## src/rtl/div_pkg.sv

```systemverilog
// div_pkg: shared width, counter width and FSM state type for the sequential divider
package div_pkg;
    localparam int W = 4;
    localparam int CW = $clog2(2 * W);
    typedef enum logic [1:0] {IDLE, RUN, DONE} state_t;
endpackage

```

## src/rtl/div_step.sv

```systemverilog
// div_step: one combinational restoring-division step
module div_step
    import div_pkg::*;
(
    input  logic [W:0]   r,
    input  logic         dbit,
    input  logic [W-1:0] divisor,
    output logic [W:0]   r_next,
    output logic         qbit
);
    logic [W+1:0] sh;
    // shift the next dividend bit in, subtract when the divisor fits
    always_comb begin
        sh = {r, dbit};
        qbit = sh >= (W+2)'(divisor);
        r_next = (W+1)'(qbit ? sh - (W+2)'(divisor) : sh);
    end
endmodule

```

## src/rtl/div8by4_seq.sv

```systemverilog
// div8by4_seq: 8-by-4 unsigned restoring divider, one quotient bit per cycle, valid/ready on both sides
module div8by4_seq
    import div_pkg::*;
(
    input  logic           clk,
    input  logic           rst,
    input  logic           in_valid,
    output logic           in_ready,
    input  logic [2*W-1:0] dividend,
    input  logic [W-1:0]   divisor,
    output logic           out_valid,
    input  logic           out_ready,
    output logic [2*W-1:0] quotient,
    output logic [W-1:0]   remainder,
    output logic           div0
);
    state_t         state_q, state_d;
    logic [CW-1:0]  cnt_q, cnt_d;
    logic [2*W-1:0] dvd_q, dvd_d, quo_q, quo_d;
    logic [W:0]     r_q, r_d, r_next;
    logic [W-1:0]   dvs_q, dvs_d, rem_q, rem_d;
    logic           div0_q, div0_d, qbit;

    div_step u_step (
        .r       (r_q),
        .dbit    (dvd_q[2*W-1]),
        .divisor (dvs_q),
        .r_next  (r_next),
        .qbit    (qbit)
    );

    // next state: latch operands on accept, shift quotient bits into dvd, capture result on the last step
    always_comb begin
        state_d = state_q;
        cnt_d = cnt_q;
        dvd_d = dvd_q;
        r_d = r_q;
        dvs_d = dvs_q;
        quo_d = quo_q;
        rem_d = rem_q;
        div0_d = div0_q;
        case (state_q)
            IDLE: if (in_valid) begin
                state_d = RUN;
                dvd_d = dividend;
                dvs_d = divisor;
                r_d = '0;
                cnt_d = '0;
            end
            RUN: begin
                dvd_d = {dvd_q[2*W-2:0], qbit};
                r_d = r_next;
                cnt_d = cnt_q + 1'b1;
                if (cnt_q == CW'(2 * W - 1)) begin
                    state_d = DONE;
                    div0_d = dvs_q == '0;
                    quo_d = div0_d ? '1 : dvd_d;
                    rem_d = div0_d ? '0 : r_next[W-1:0];
                end
            end
            DONE: if (out_ready) state_d = IDLE;
            default: state_d = IDLE;
        endcase
    end

    // state and datapath registers; reset discards any in-flight division
    always_ff @(posedge clk) begin
        if (rst) begin
            state_q <= IDLE;
            cnt_q <= '0;
            dvd_q <= '0;
            r_q <= '0;
            dvs_q <= '0;
            quo_q <= '0;
            rem_q <= '0;
            div0_q <= 1'b0;
        end else begin
            state_q <= state_d;
            cnt_q <= cnt_d;
            dvd_q <= dvd_d;
            r_q <= r_d;
            dvs_q <= dvs_d;
            quo_q <= quo_d;
            rem_q <= rem_d;
            div0_q <= div0_d;
        end
    end

    assign in_ready = state_q == IDLE;
    assign out_valid = state_q == DONE;
    assign quotient = quo_q;
    assign remainder = rem_q;
    assign div0 = div0_q;
endmodule

```

## config.mk

```make
export PLATFORM = sky130hd
export DESIGN_NAME = div8by4_seq
export DESIGN_NICKNAME = d
export VERILOG_FILES = /design/src/rtl/div_pkg.sv /design/src/rtl/div_step.sv /design/src/rtl/div8by4_seq.sv
export SDC_FILE = /design/constraint.sdc
export NUM_CORES = 1
export LEC_CHECK = 0
export CORE_MARGIN = 2
export CORE_UTILIZATION = 51
export DETAILED_ROUTE_END_ITERATION = 10
export PLACE_DENSITY_LB_ADDON = 0.12
export SLEW_MARGIN = 10
export SYNTH_ARGS = -nofsm -noshare
export SYNTH_HDL_FRONTEND = slang
export SYNTH_SLANG_ARGS = --single-unit
```

## constraint.sdc

```tcl
create_clock -name clk -period 2.1 [get_ports clk]
set_input_delay 0.525 -clock clk [delete_from_list [all_inputs] [get_ports clk]]
set_output_delay 0.525 -clock clk [all_outputs]
set_load 0.05 [all_outputs]
```

==> flow_metrics.py <==
metrics = {
    "run_status": {
        "outcome": "complete, no violations",
    },
    "die": {
        "die_x_um": 60.6,
        "ios": 31,
        "rows": 20,
        "initial_utilization_pct": 53.6,
        "die_h_um": 60.6,
        "dieArea_um2": 3680,
        "core-area_um2": 3050,
    },
    "yosys": {
        "synth_most_common_cell": "dfxtp_1",
        "yosys.area.top_type": "dfxtp_1",
        "ys.flop_type": "dfxtp_1",
        "synth_top_cell_area_share_pct": 42.8,
        "ys_warn_count": 0,
        "synth_edf_count": 0,
        "ys_async_sr_fraction_pct": 0,
        "muxShareOfSynthArea_pct": 0.612,
        "synthesis.area_um2": 1640,
        "synth-seq-cells": 35,
        "synth_compound_gate_area_share_pct": 20.6,
        "ys_top_cells_by_count": "dfxtp_1 (35), nor2_1 (34), nand2_1 (25), a21oi_1 (9), a311oi_1 (8)",
        "syn-num-nets": 211,
        "ys_types": 44,
        "synth_top_family_by_area": "simple AND/OR/NAND/NOR gates",
        "avgSynthCellArea_um2": 8.70,
        "synth_area_leaders": "dfxtp_1 (43%), nor2_1 (7.8%), nand2_1 (5.7%), ha_1 (4.6%), a311oi_1 (4.3%)",
        "synth_adder_area_share_pct": 5.81,
        "seq_area_frac_synth_pct": 42.8,
        "synth-xor-area-share_pct": 1.07,
        "yosys.area_share.simple_pct": 24.3,
        "postSynthCellCount": 188,
    },
    "clock_tree": {
        "clk_pin_slew_ns": 0.11,
        "cts_tree": "yes",
        "post_cts_buffers": 0,
        "clock_sinks": 35,
        "htree_levels": 2,
        "clock_path_buffers": 2,
        "clockRootBuffer": "clkbuf_4",
        "clk_latency_ns": 0.34,
        "cts_buffers": 5,
    },
    "route": {
        "first_pass_iters": 4,
        "avgRoutedWirePerCell_um": 14.0,
        "drt_first_iter_violations": 88,
        "antenna_left": 0,
        "drc": 0,
        "vias_per_cell": 5.43,
        "wl_um": 3770,
        "num_vias": 1456,
    },
    "place": {
        "numPortBuffers": 30,
        "post-place-ws_ns": 0.0603,
        "routabilityCongestion": 0.820,
        "post-dp-hpwl_um": 2890,
    },
    "hold_path": {
        "hp-class": "flip-flop to flip-flop",
    },
    "timing": {
        "report.final.slew_viol_count": 0,
        "final_hold_viol_count": 0,
        "slew_headroom_pct": 66.4,
        "finClkSkew_ns": 0.0101,
        "rsz0062_at_grt": "no",
        "max_freq_mhz": 493,
        "holdWs_ns": 0.482,
        "fin_crit_ns": 2.03,
        "fin_tns_setup_ns": 0,
        "setup_ws_ns": 0.0714,
        "finalSetupViolations": 0,
        "tightest_slew_ns": 0.503,
        "fin_crit_sh_pct": 96.6,
    },
    "setup_path": {
        "critPathMaxFanout": 2,
        "slowest_stage": "clkdlybuf4s50_1",
        "cp_top_family": "buffers and inverters",
        "crit_type": "flip-flop to output port",
        "startpoint_type": "flip-flop",
        "critPathRequiredTime_ns": 1.57,
        "path_cells": "clkdlybuf4s50_1",
        "critPathBufInv": 1,
        "end_kind": "output port",
        "crit_arrival_ns": 1.50,
        "max_stage_delay_ns": 0.81,
    },
    "final_layout": {
        "fillers": 259,
        "antenna_cells": 0,
        "area_growth_pct": 28.2,
        "num-nets-final": 246,
        "drive_above_1_share_pct": 12.9,
    },
    "global_route": {
        "grt_overflow": 0,
        "grt_pass1_wl_um": 6180,
        "grt_pass1_vias": 1324,
        "track_usage_pct": 23.1,
        "antenna_found_initial": 0,
        "grt_max_degree": 22,
    },
    "power_and_ir_drop": {
        "p_leak_uw": 0.000829,
        "power_uw": 1580,
        "vdd_drop_max_mv": 0.550,
        "power_density_nw_per_um2": 756,
    },
    "flow_run": {
        "drv_cap": 0,
    },
}
## where the power goes
part	leakage [uW]	internal, uW	switching, uW	total [uW]
Combinational	0.000495	145	201	347
Sequential	0.000285	697	28.1	725
Clock	0.0000482	281	230	511
## kinds of logic (layout without fill, tap and decap cells)
| group | Yosys count | count (layout) |
|---|---|---|
| DFF | 35 | 35 |
| buffers and inverters | 16 | 52 |
| muxes | 1 | 1 |
| adders and majority gates | 7 | 7 |
| AOI/OAI and AO/OA | 46 | 46 |
| and+or+nand+nor | 81 | 81 |
| xor gates and xnor gates | 2 | 2 |
## metal layers
metal	GRT usage [%]	routed length (um)	share of wire, %
met3	7.46	219	5.8
met5	0	0	0
met1	33.5	1810	48
met4	8.39	31	0.82
met2	32.3	1700	45
## final cells by class
| type | instances | area [um2] | area share (%) |
|---|---|---|---|
| multi-input combinational | 137 | 860 | 41.0 |
| sequential | 35 | 701 | 33.4 |
| timing repair buffer | 39 | 375 | 17.9 |
| tap | 44 | 55.1 | 2.63 |
| clock buffer | 6 | 51.3 | 2.45 |
| clock inverter | 2 | 35.0 | 1.67 |
| inverter | 5 | 18.8 | 0.896 |
## path summary, 6_finish.rpt
check	cells after the start	startpoint	slack (ns)	end
setup / recovery	1	quotient[1]$_SDFFE_PP0P_	0.07	quotient[1]
hold / removal	1	remainder[0]$_SDFFE_PP0P_	0.48	remainder[0]$_SDFFE_PP0P_
setup reg to reg	8	dvd_q[7]$_SDFFE_PP0P_	0.11	r_q[4]$_SDFFE_PP0P_
hold reg to reg	1	remainder[0]$_SDFFE_PP0P_	0.48	remainder[0]$_SDFFE_PP0P_
## what timing repair did
item / in CTS / in global routing
endpoints found under the setup margin: 0 / 5
hold endpoints to repair: 0 / 0
hold buffers: 0 / 0
resized for setup: 0 / 2
## sequential cells by signal (all words and copies together), names as in the netlist
register / count
state_q: 2
r_q: 5
dvs_q: 4
cnt_q: 3
quotient: 8
div0: 1
remainder: 4
dvd_q: 8
## through the flow
stage | cell area [um2] | util, % | cells
3_5_place_dp | 2000 | 65.7 | 260
3_3_place_gp | 2000 | 65.7 | 260
4_1_cts | 2090 | 68.5 | 268
6_report | 2100 | 68.6 | 268
5_1_grt | 2100 | 68.6 | 268
2_1_floorplan | 1640 | - | 188
## cell usage in the layout, fill, tap and decap left out, types with 2 or more instances in the layout
master           Yosys  routed
and2_1               2       2
a21oi_1              9       9
a311oi_1             8       8
clkdlybuf4s50_1      0      26
o21ai_0              3       3
a32o_1               2       2
nand3_1              2       2
nand2b_1             3       3
dfxtp_1             35      35
a32oi_1              2       2
o211ai_1             2       2
o22ai_1              7       7
inv_1                5       5
clkbuf_4             0       5
o31ai_1              4       4
nand4_1              3       3
nor2_1              34      34
nand2_1             25      25
a21o_1               2       2
a22oi_1              2       2
nor2b_1              2       2
buf_4                1      11
nor3b_1              2       2
ha_1                 6       6
(Power assumes the default switching activity.)
